===== src/rtl/ndma_write_mgr.sv =====
// NanoDMA write-side manager: buffers read-side words in a FIFO and
// writes them over OBI to consecutive word addresses.
module ndma_write_mgr #(
  parameter int DEPTH = 4,
  parameter int LEN_W = 16
) (
  input  logic             clk_i,
  input  logic             rst_ni,
  input  logic             start_i,
  input  logic [31:0]      dst_addr_i,
  input  logic [LEN_W-1:0] len_i,
  input  logic             wvalid_i,
  input  logic [31:0]      wdata_i,
  output logic             wready_o,
  output logic             busy_o,
  output logic             done_o,
  output logic             write_mgr_req,
  input  logic             write_mgr_gnt,
  output logic [31:0]      write_mgr_addr,
  output logic             write_mgr_we,
  output logic [3:0]       write_mgr_be,
  output logic [31:0]      write_mgr_wdata,
  input  logic             write_mgr_rvalid
);

  localparam int PW = $clog2(DEPTH);
  localparam int CW = PW + 1;
  localparam logic [PW:0] CNT_FULL = CW'(DEPTH);

  typedef enum logic [1:0] {
    IDLE,
    REQ,
    RESP
  } state_t;

  state_t state_q, state_d;

  logic [31:0]      mem [DEPTH];
  logic [PW-1:0]    wptr_q, rptr_q;
  logic [PW:0]      cnt_q;
  logic [31:0]      addr_q;
  logic [LEN_W-1:0] len_q, rem_q, acc_q;
  logic             done_q;

  logic busy, full, empty;
  logic push, pop, cap;
  logic rsp, fin, zero_done, req;

  assign busy  = (state_q != IDLE);
  assign full  = (cnt_q == CNT_FULL);
  assign empty = (cnt_q == '0);

  assign wready_o = busy && !full && (acc_q < len_q);
  assign push     = wvalid_i && wready_o;

  assign busy_o = busy;
  assign done_o = done_q;

  assign write_mgr_req   = req;
  assign write_mgr_addr  = addr_q;
  assign write_mgr_we    = 1'b1;
  assign write_mgr_be    = 4'hF;
  assign write_mgr_wdata = mem[rptr_q];

  // State register
  always_ff @(posedge clk_i) begin
    if (!rst_ni) state_q <= IDLE;
    else         state_q <= state_d;
  end

  // Next-state and per-cycle control strobes
  always_comb begin
    state_d   = state_q;
    req       = 1'b0;
    pop       = 1'b0;
    cap       = 1'b0;
    rsp       = 1'b0;
    fin       = 1'b0;
    zero_done = 1'b0;
    unique case (state_q)
      IDLE: begin
        if (start_i) begin
          if (len_i != '0) begin
            cap     = 1'b1;
            state_d = REQ;
          end else begin
            zero_done = 1'b1;
          end
        end
      end
      REQ: begin
        req = !empty;
        if (req && write_mgr_gnt) begin
          pop     = 1'b1;
          state_d = RESP;
        end
      end
      RESP: begin
        if (write_mgr_rvalid) begin
          rsp = 1'b1;
          if (rem_q == LEN_W'(1)) begin
            fin     = 1'b1;
            state_d = IDLE;
          end else begin
            state_d = REQ;
          end
        end
      end
      default: state_d = IDLE;
    endcase
  end

  // Address, length and word counters plus done pulse
  always_ff @(posedge clk_i) begin
    if (!rst_ni) begin
      addr_q <= '0;
      len_q  <= '0;
      rem_q  <= '0;
      acc_q  <= '0;
      done_q <= 1'b0;
    end else begin
      done_q <= fin | zero_done;
      if (cap) begin
        addr_q <= dst_addr_i & 32'hFFFF_FFFC;
        len_q  <= len_i;
        rem_q  <= len_i;
        acc_q  <= '0;
      end else begin
        if (pop)  addr_q <= addr_q + 32'd4;
        if (rsp)  rem_q  <= rem_q - LEN_W'(1);
        if (push) acc_q  <= acc_q + LEN_W'(1);
      end
    end
  end

  // FIFO storage; contents need no reset since count gates use
  always_ff @(posedge clk_i) begin
    if (push) mem[wptr_q] <= wdata_i;
  end

  // FIFO pointers and occupancy
  always_ff @(posedge clk_i) begin
    if (!rst_ni) begin
      wptr_q <= '0;
      rptr_q <= '0;
      cnt_q  <= '0;
    end else begin
      if (push) wptr_q <= wptr_q + PW'(1);
      if (pop)  rptr_q <= rptr_q + PW'(1);
      case ({push, pop})
        2'b10:   cnt_q <= cnt_q + CW'(1);
        2'b01:   cnt_q <= cnt_q - CW'(1);
        default: cnt_q <= cnt_q;
      endcase
    end
  end

endmodule


===== config.mk =====
export PLATFORM = sky130hd
export DESIGN_NAME = ndma_write_mgr
export DESIGN_NICKNAME = d
export VERILOG_FILES = /design/src/rtl/ndma_write_mgr.sv
export SDC_FILE = /design/constraint.sdc
export NUM_CORES = 1
export LEC_CHECK = 0
export CAP_MARGIN = 5
export CORE_ASPECT_RATIO = 0.9
export CORE_MARGIN = 2
export CORE_UTILIZATION = 58
export CTS_CLUSTER_SIZE = 40
export DETAILED_ROUTE_END_ITERATION = 8
export GPL_ROUTABILITY_DRIVEN = 1
export GPL_TIMING_DRIVEN = 0
export PLACE_DENSITY = 0.86
export SETUP_SLACK_MARGIN = 0.02
export SKIP_LAST_GASP = 1
export SLEW_MARGIN = 40
export SYNTH_ARGS = -nofsm -noshare
export SYNTH_HDL_FRONTEND = slang
export SYNTH_SLANG_ARGS = --single-unit

===== constraint.sdc =====
create_clock -name clk_i -period 6.1 [get_ports clk_i]
set_input_delay 0.61 -clock clk_i [delete_from_list [all_inputs] [get_ports clk_i]]
set_output_delay 0.61 -clock clk_i [all_outputs]
set_load 0.02 [all_outputs]

==> results of run 1 <==
## where the power goes
part           leakage [µW]  switching [µW]  internal, µW
Clock              0.000353             570           751
Sequential          0.00189            51.5          1620
Combinational       0.00189             289           241
## cells by family (layout without fill, tap and decap cells)
| kind of cell | Yosys count | in the layout | synth area share (%) |
|---|---|---|---|
| compound gates | 161 | 161 | 10.8 |
| xor+xnor | 11 | 11 | 1.00 |
| fa+ha+maj | 25 | 25 | 3.33 |
| buf+inv | 77 | 270 | 3.66 |
| flops | 218 | 218 | 58.6 |
| mux | 39 | 39 | 8.21 |
| other cells | 2 | 7 | 0.0780 |
| simple gates | 260 | 260 | 14.3 |
## flip-flops by register name, summed over array words and instances (netlist names), named ones only
signal / count
cnt_q: 3
done_o: 1
rem_q: 16
wptr_q: 2
mem: 128
len_q: 16
state_q: 2
acc_q: 16
rptr_q: 2
write_mgr_addr: 30
## stage by stage
| step | instances | total power [µW] |
|---|---|---|
| floorplan | 798 | 1980 |
| global placement | 1154 | 2200 |
| detailed placement | 1158 | 2220 |
| CTS | 1198 | 3530 |
| global route | 1198 | 3630 |
| finish | 1198 | 3530 |
## routing by layer
| metal | wire, µm | GRT usage (%) | part of all wire, % |
|---|---|---|---|
| met1 | 9650 | 36.6 | 38 |
| met2 | 12700 | 48.4 | 50 |
| met3 | 2220 | 5.21 | 8.8 |
| met4 | 670 | 7.47 | 2.7 |
| met5 | 0 | 0 | 0 |
## worst max path at each step
stage / from / endpoint / slack (ns)
4_1_cts: len_q[11] / wready_o / 2.21
2_1_floorplan: len_q[15] / cnt_q[2] / 2.93
6_report: acc_q[9] / wready_o / 2.20
3_3_place_gp: len_q[15] / mem[0][23] / 2.24
3_5_place_dp: len_q[11] / cnt_q[2] / 2.57
5_1_grt: acc_q[12] / wready_o / 2.14
## final cells by class
class / count / area, µm²
buffer: 41 / 218
clock buffer: 24 / 558
clock inverter: 16 / 141
fill: 987 / 3960
inverter: 36 / 135
multi-input combinational: 503 / 3670
sequential: 218 / 5650
tap: 207 / 259
timing repair buffer: 153 / 1600
## placed cells by master, fill, tap and decap left out, drive strengths merged, types with 13 or more instances in the layout
cell type / netlist / final
clkdlybuf4s50: 0 / 149
edfxtp: 128 / 128
dfxtp: 90 / 90
nand2: 74 / 74
a21oi: 62 / 62
clkbuf: 23 / 47
inv: 36 / 37
mux4: 32 / 32
nor2: 28 / 28
nor3: 26 / 26
o21ai: 25 / 25
ha: 24 / 24
buf: 18 / 22
nand4: 20 / 20
nand3: 20 / 20
nor4: 16 / 16
a31oi: 16 / 16
and3: 16 / 16
clkinv: 0 / 13
## worst max-delay path: cells and delay by family, from the launching register on
kind | cells | cell delay [ns]
compound gates | 1 | 0.64
fa+ha+maj | 1 | 0.32
buf+inv | 2 | 0.85
flops | 1 | 0.36
simple gates | 3 | 0.63
==> flow_metrics.tcl, run 1 <==
set metrics [dict create \
    outcome "finished, final reports clean" \
    reg2reg_depth 13 \
    fin_hold_ws_ns 0.459 \
    ys_top_cells_by_count "edfxtp_1, dfxtp_1, nand2_1, a21oi_1, inv_1" \
    synth_area_leaders "edfxtp_1, dfxtp_1, mux4_2" \
    path_cells "ha_1 -> nand4_1 -> or3_4 -> o32ai_2 -> clkbuf_8 -> nor2_1 -> clkdlybuf4s50_1" \
    grt_pass1_vias 7120 \
    first_iter_violations 789 \
    dieArea_um2 17700 \
    drt-total-wl_um 25200 \
    io_buffers 149 \
    synth_area_um2 9630 \
    cts.clk_slew.worst_paths_ns 0.06 \
    synth.yosys.seq_area_share_pct 58.6 \
    setup_tns_ns 0 \
    die_y_um 126 \
    cap_violations 0 \
    critPathCaptureType "output port" \
    ys_ff_latch 218 \
    start_util_pct 59.5 \
    r2r_start "acc_q[9]" \
    vias 7498 \
    vdd_ir_drop_max_uv 288 \
    cpMaxStageDelayCell "o32ai_2" \
    wl_per_cell_um 21.0 \
    fin_crit_sh_pct 63.9 \
    synth_area_per_cell_um2 12.1 \
    h-tree-depth 1 \
    final.min_clock_period_ns 3.90 \
    gp_congestion 0.955 \
    cts_resized 0 \
    r2r_end "cnt_q[2]" \
    finalWorstSetupSlack_ns 2.20 \
    io_pins 159 \
    stdcell_area_um2 12200 \
    cts_max_path_buffers 3 \
    p_per_area_nw_per_um2 288 \
    die_w_um 140 \
    drv_slew 0 \
    yosysMostFrequentCell "edfxtp_1" \
    rrSetupSlack_ns 2.49 \
    critPathLaunchType "register" \
    postCtsSetupBuffers 0 \
    detail_route.vias_per_cell 6.26 \
    yosysUniqueCellTypes 68 \
    critPathMaxFanout 10 \
    synth_top_area_share_pct 39.9 \
    synth_top_cell_by_area "edfxtp_1" \
    critical_path_required_ns 5.49 \
    antenna_left 0 \
    grt_pass1_wl_um 38800 \
    n_antenna_cell 0 \
    hold_depth 2 \
    cts_tree "done" \
    leakagePower_uw 0.00414 \
    finalHoldViolCount 0 \
    placed_area_um2 11500 \
    layout-drive-gt1-share_pct 12.0 \
    antenna_found_initial 0 \
    grt_overflow_total 0 \
    dp_slack_ns 2.57 \
    hold_path_startpoint "len_q[13]" \
    cp_slowest_stage_delay_ns 0.64 \
    hold_path.class "reg -> reg" \
    tightest_slew_ns 0.721 \
    hpwl_um 17100 \
    fin_nets 1086 \
    syn_to_final_growth_pct 27.0 \
    dr.pass1.iters 5 \
    synth_edf_count 128 \
    clock.fmax_mhz 256 \
    cp.arrival_ns 3.29 \
    rsz0062_at_grt "no" \
    cts_root_buffer "clkbuf_16" \
    clock_latency_ns 0.52 \
    critical_path_class "reg -> out" \
    syn_inst 793 \
    grt_max_degree 23 \
    fp.coreArea_um2 16200 \
    synthFlopType "edfxtp_1" \
    holdPathEnd "len_q[13]" \
    drc 0 \
    ys_async_sr_fraction_pct 0 \
    cts.sinks 218 \
    setup_viol 0 \
    postLayoutCoreUtil_pct 75.5 \
    num_rows 44 \
    yosysWarnings 0 \
    skew_ns 0.0255 \
    cts_made_buffers 22 \
    grt.total_usage_pct 27.9 \
    slew_headroom_pct 51.9 \
    cts-hold-fix-buffers 0 \
]
No activity file was read; power rests on OpenSTA's default activity.
==> run 2, diff against run 1 <==
- CORE_UTILIZATION: 58 -> 54
- PLACE_DENSITY: 0.86 -> 0.81
- clock period: 6.1 -> 3.75 ns (I/O delays scaled with it)
==> run 2 against run 1 <==
  * Global-route usage decreased by 3.0 points
  * Register-to-register slack got worse by 2.2 ns
  * Critical path depth rose by 2
  * Combinational power rose by 62%
  * Via count is 2.5% lower
  * Design area increased by 0.42%
  * Sequential power grew 63%
  * Largest power group unchanged
  * Highest routed layer unchanged
==> flow_metrics.tcl, run 2 (synthesized netlist as in run 1, its figures left out) <==
set metrics [dict create \
    worst-path-buf-inv 4 \
    skew_ns 0.0195 \
    setup_viol 0 \
    finalHoldViolCount 0 \
    start_util_pct 54.9 \
    antenna_left 0 \
    total_power_uw 5700 \
    rsz0062_at_grt "no" \
    leakagePower_uw 0.00413 \
    gp_congestion 0.904 \
    drc 0 \
    io_pins 159 \
    cts_tree "done" \
    grt_max_degree 21 \
    cp.arrival_ns 3.16 \
    io_buffers 149 \
    hold_path.class "reg -> reg" \
    die_w_um 145 \
    antenna_found_initial 0 \
    syn_to_final_growth_pct 27.5 \
    grt_overflow_total 0 \
    detail_route.vias_per_cell 5.94 \
    dieArea_um2 18900 \
    final.min_clock_period_ns 3.53 \
    drt-total-wl_um 23700 \
    h-tree-depth 1 \
    critPathMaxFanout 10 \
    num_rows 46 \
    cts.clk_slew.worst_paths_ns 0.06 \
    path_delay_family "buffers and inverters" \
    setup_tns_ns 0 \
    cp_slowest_stage_delay_ns 0.64 \
    top_register "mem" \
    fin_crit_sh_pct 94.2 \
    vdd_ir_drop_max_uv 303 \
    grt.total_usage_pct 24.9 \
    p_per_area_nw_per_um2 464 \
    critical_path_class "reg -> out" \
    cap_violations 0 \
    cpMaxStageDelayCell "clkdlybuf4s50_1" \
    clock_latency_ns 0.51 \
    tightest_slew_ns 0.807 \
    grt_pass1_wl_um 37000 \
    cts_root_buffer "clkbuf_16" \
    hpwl_um 16300 \
    critPathLaunchType "register" \
    cts_made_buffers 22 \
    first_iter_violations 504 \
    layout-drive-gt1-share_pct 11.7 \
    fp.coreArea_um2 17600 \
    critical_path_required_ns 3.38 \
    path_cells "inv_1 -> ha_1 -> a21o_1 -> a311o_1 -> a211o_1 -> buf_6 -> clkbuf_8 -> nor2_1 -> clkdlybuf4s50_1" \
    dpl.cell_count 1191 \
    drv_slew 0 \
    vias 7310 \
    critPathCaptureType "output port" \
    nFillCells 1206 \
    final_common_cell "clkdlybuf4s50_1" \
    cts-hold-fix-buffers 0 \
    dr.pass1.iters 5 \
    die_y_um 131 \
    cts.sinks 218 \
    slew_headroom_pct 45.8 \
    grt_pass1_vias 7124 \
    n_antenna_cell 0 \
    cts_max_path_buffers 3 \
    clock.fmax_mhz 283 \
    largest_register_ffs 128 \
    final_cells 1231 \
    outcome "finished, final reports clean" \
    fin_hold_ws_ns 0.455 \
    mostFrequentLayoutCells "clkdlybuf4s50_1, edfxtp_1, dfxtp_1" \
    wl_per_cell_um 19.3 \
    fin_nets 1086 \
]
[run 2: changes by cell type in the layout (fill, tap and decap cells not counted), sizes merged]
cell / previous run / this run
clkinv: 13 / 6
clkbuf: 47 / 56
bufinv: 2 / 1
inv: 37 / 36
[run 2: worst min-delay path, cell delays in order, from the launching register on]
cell	delay, ns
dfxtp_1	0.31
nand2_1	0.05
a21oi_1	0.05
[run 2: where the power goes]
| group | total, µW | switching [µW] | internal, µW | leakage [µW] |
|---|---|---|---|---|
| sequential | 2720 | 80.0 | 2640 | 0.00189 |
| clock | 2120 | 885 | 1240 | 0.000349 |
| combinational | 858 | 464 | 394 | 0.00189 |
[run 2: final cells by class]
type / count / area, µm² / area share (%)
clock inverters: 7 / 71.3 / 0.581
clock buffers: 33 / 632 / 5.15
well taps: 240 / 300 / 2.45
plain buffers: 41 / 218 / 1.77
multi-input cells: 503 / 3680 / 29.9
inverters: 36 / 135 / 1.10
flip-flops and latches: 218 / 5650 / 46.0
repair buffers: 153 / 1600 / 13.0
[run 2: repair_timing]
action                                  4_1_cts  5_1_grt
gates resized for setup                       0        1
endpoints found under the setup margin        0        2
endpoints found under the hold margin         0        0
setup buffers                                 0        0
[run 2: per-stage QoR]
stage	setup slack, ns	utilization (%)	area, µm²
final	0.219	70.0	12300
after global routing	0.0926	70.0	12300
after CTS	0.0685	69.8	12300
after detailed placement	0.190	65.8	11600
after global placement	-0.135	65.2	11400
after floorplan	0.580	-	9650
[run 2: path summary, 6_finish.rpt]
path | startpoint | endpoint | slack [ns] | cells after the start
max reg2reg | acc_q[13] | cnt_q[2] | 0.34 | 13
min | len_q[15] | len_q[15] | 0.46 | 2
max | len_q[15] | wready_o | 0.22 | 9
min reg2reg | len_q[15] | len_q[15] | 0.46 | 2
[run 2: layer usage]
metal	global-route usage, %	vias to the layer above	share of wire, %
met1	33.8	3521	41
met4	7.60	0	2.6
met2	41.6	345	48
met3	4.30	51	7.9
met5	0	-	0
li1	-	3393	-
==> run 3, diff against run 2 <==
- CORE_MARGIN: 2 -> 1.5
- CORE_UTILIZATION: 54 -> 60
- DONT_BUFFER_PORTS: not set -> 1
- PLACE_DENSITY: 0.81 -> 0.76
==> run 3 against run 2 <==
  * Die area down 11%
  * Flip-flop and latch count stayed put
  * Global-route usage rose by 2.5 points
  * Via count down 5.2%
  * Core utilization up 1.6 points
  * Design area down 9.5%
  * Register-to-register slack got worse by 0.04 ns
  * Critical path type is now reg -> reg
  * Critical endpoint is now cnt_q[2]
  * Largest power group unchanged
  * Highest routed layer unchanged
==> flow_metrics.tcl, run 3 (synthesized netlist as in run 1, its figures left out) <==
set metrics [dict create \
    pwr-share-comb_pct 11.1 \
    dr.pass1.iters 5 \
    cts_tree "done" \
    p_sw_uw 1410 \
    p_per_area_nw_per_um2 506 \
    start_util_pct 61.9 \
    top_register "mem" \
    largest_register_ffs 128 \
    cts.sinks 218 \
    detail_route.vias_per_cell 6.44 \
    antenna_left 0 \
    vdd_ir_drop_max_uv 400 \
    fin_crit_sh_pct 92.0 \
    first_iter_violations 535 \
    h-tree-depth 1 \
    finalHoldViolCount 0 \
    postLayoutCoreUtil_pct 71.5 \
    cts_root_buffer "clkbuf_16" \
    dpl.cell_count 1004 \
    hold_path.class "in -> reg" \
    setup_viol 0 \
    mostFrequentLayoutCells "edfxtp_1, dfxtp_1, nand2_1" \
    vias 6933 \
    clock.fmax_mhz 290 \
    grt_pass1_vias 6975 \
    fp.coreArea_um2 15500 \
    cts.clk_slew.worst_paths_ns 0.06 \
    drv_slew 0 \
    die_w_um 137 \
    leakagePower_uw 0.00372 \
    grt_overflow_total 0 \
    final_common_cell "edfxtp_1" \
    num_rows 43 \
    fin_nets 970 \
    pwr-share-clk_pct 39.8 \
    io_pins 159 \
    dieArea_um2 16800 \
    n_antenna_cell 0 \
    critPathCaptureType "register" \
    skew_ns 0.0139 \
    io_buffers 0 \
    grt_max_degree 22 \
    power.internal_uw 4220 \
    critPathMaxFanout 10 \
    cts_max_path_buffers 3 \
    tightest_slew_ns 0.806 \
    rsz0062_at_grt "no" \
    cts_made_buffers 22 \
    gp_congestion 0.924 \
    cp.arrival_ns 3.89 \
    slew_headroom_pct 45.9 \
    cap_violations 0 \
    outcome "finished, final reports clean" \
    layout-drive-gt1-share_pct 13.0 \
    critPathLaunchType "register" \
    p_seq_share_pct 49.1 \
    dp_slack_ns 0.146 \
    postCtsSetupBuffers 0 \
    die_y_um 123 \
    final.min_clock_period_ns 3.45 \
    grt.total_usage_pct 27.4 \
    antenna_found_initial 0 \
    setup_tns_ns 0 \
    total_power_uw 5630 \
    hpwl_um 15700 \
    critical_path_required_ns 4.18 \
    netSwitchingFraction_pct 25.0 \
    wl_per_cell_um 21.0 \
    grt_pass1_wl_um 36000 \
    finalWorstSetupSlack_ns 0.298 \
    clock_latency_ns 0.51 \
    syn_to_final_growth_pct 15.4 \
    drc 0 \
    critical_path_class "reg -> reg" \
    drt-total-wl_um 22600 \
    final_cells 1077 \
]
## run 3: changes by cell type in the layout (fill, tap and decap cells not counted), moves of 2 or more
cell             change
bufinv_16            +2
clkbuf_8             -3
clkbuf_1             -6
clkinv_1             +8
dlygate4sd3_1       +33
clkdlybuf4s50_1    -149
clkinv_2             -4
## run 3: worst paths after layout
kind / cells after the start / to / from / slack (ns)
setup / recovery: 13 / cnt_q[2] / acc_q[13] / 0.30
hold / removal: 2 / len_q[1] / len_i[1] / 0.02
setup reg to reg: 13 / cnt_q[2] / acc_q[13] / 0.30
hold reg to reg: 2 / len_q[3] / len_q[3] / 0.46
## run 3: area by class of cell
class | count | area (µm²)
well taps | 202 | 253
inverters | 36 | 135
plain buffers | 41 | 218
repair buffers | 37 | 440
clock inverters | 14 | 153
fillers | 1037 | 4430
multi-input cells | 503 | 3680
flip-flops and latches | 218 | 5650
clock buffers | 26 | 598
## run 3: metal layers
metal | vias to the layer above | routed length (µm) | GRT usage, %
met2 | 326 | 11200 | 46.9
met1 | 3390 | 9190 | 35.5
met3 | 50 | 1750 | 5.17
met4 | 0 | 463 | 8.38
li1 | 3167 | - | -
met5 | - | 0 | 0
## run 3: stage by stage
step	cell area, µm²	hold slack [ns]
after floorplan	9650	0.436
after global placement	9900	0.447
after detailed placement	10000	0.451
after CTS	11100	0.00763
after global routing	11100	0.0271
final	11100	0.0184
## run 3: worst max-delay path, cell delays in order, from the launching register on
cell and delay (ns):
dfxtp_1 0.37, ha_1 0.34, nand4_1 0.13, or3_4 0.43, o32ai_4 0.49, clkbuf_8 0.27
nor3_1 0.06, inv_1 0.08, ha_1 0.18, inv_1 0.06, fa_1 0.37, xor2_1 0.16
or3_1 0.31, a21oi_1 0.15
## run 3: power groups by stage
stage	Sequential, µW	Combinational (µW)	Clock [µW]
detailed placement	2810	568	0
floorplan	2790	439	0
finish	2760	625	2240
CTS	2760	615	2270
global route	2770	681	2360
global placement	2800	540	0
## run 3: what timing repair did
| action | CTS | global route |
|---|---|---|
| endpoints found under the setup margin | 0 | 1 |
| endpoints found under the hold margin | 129 | 0 |
| gates resized for setup | 0 | 1 |
| hold buffers | 33 | 0 |
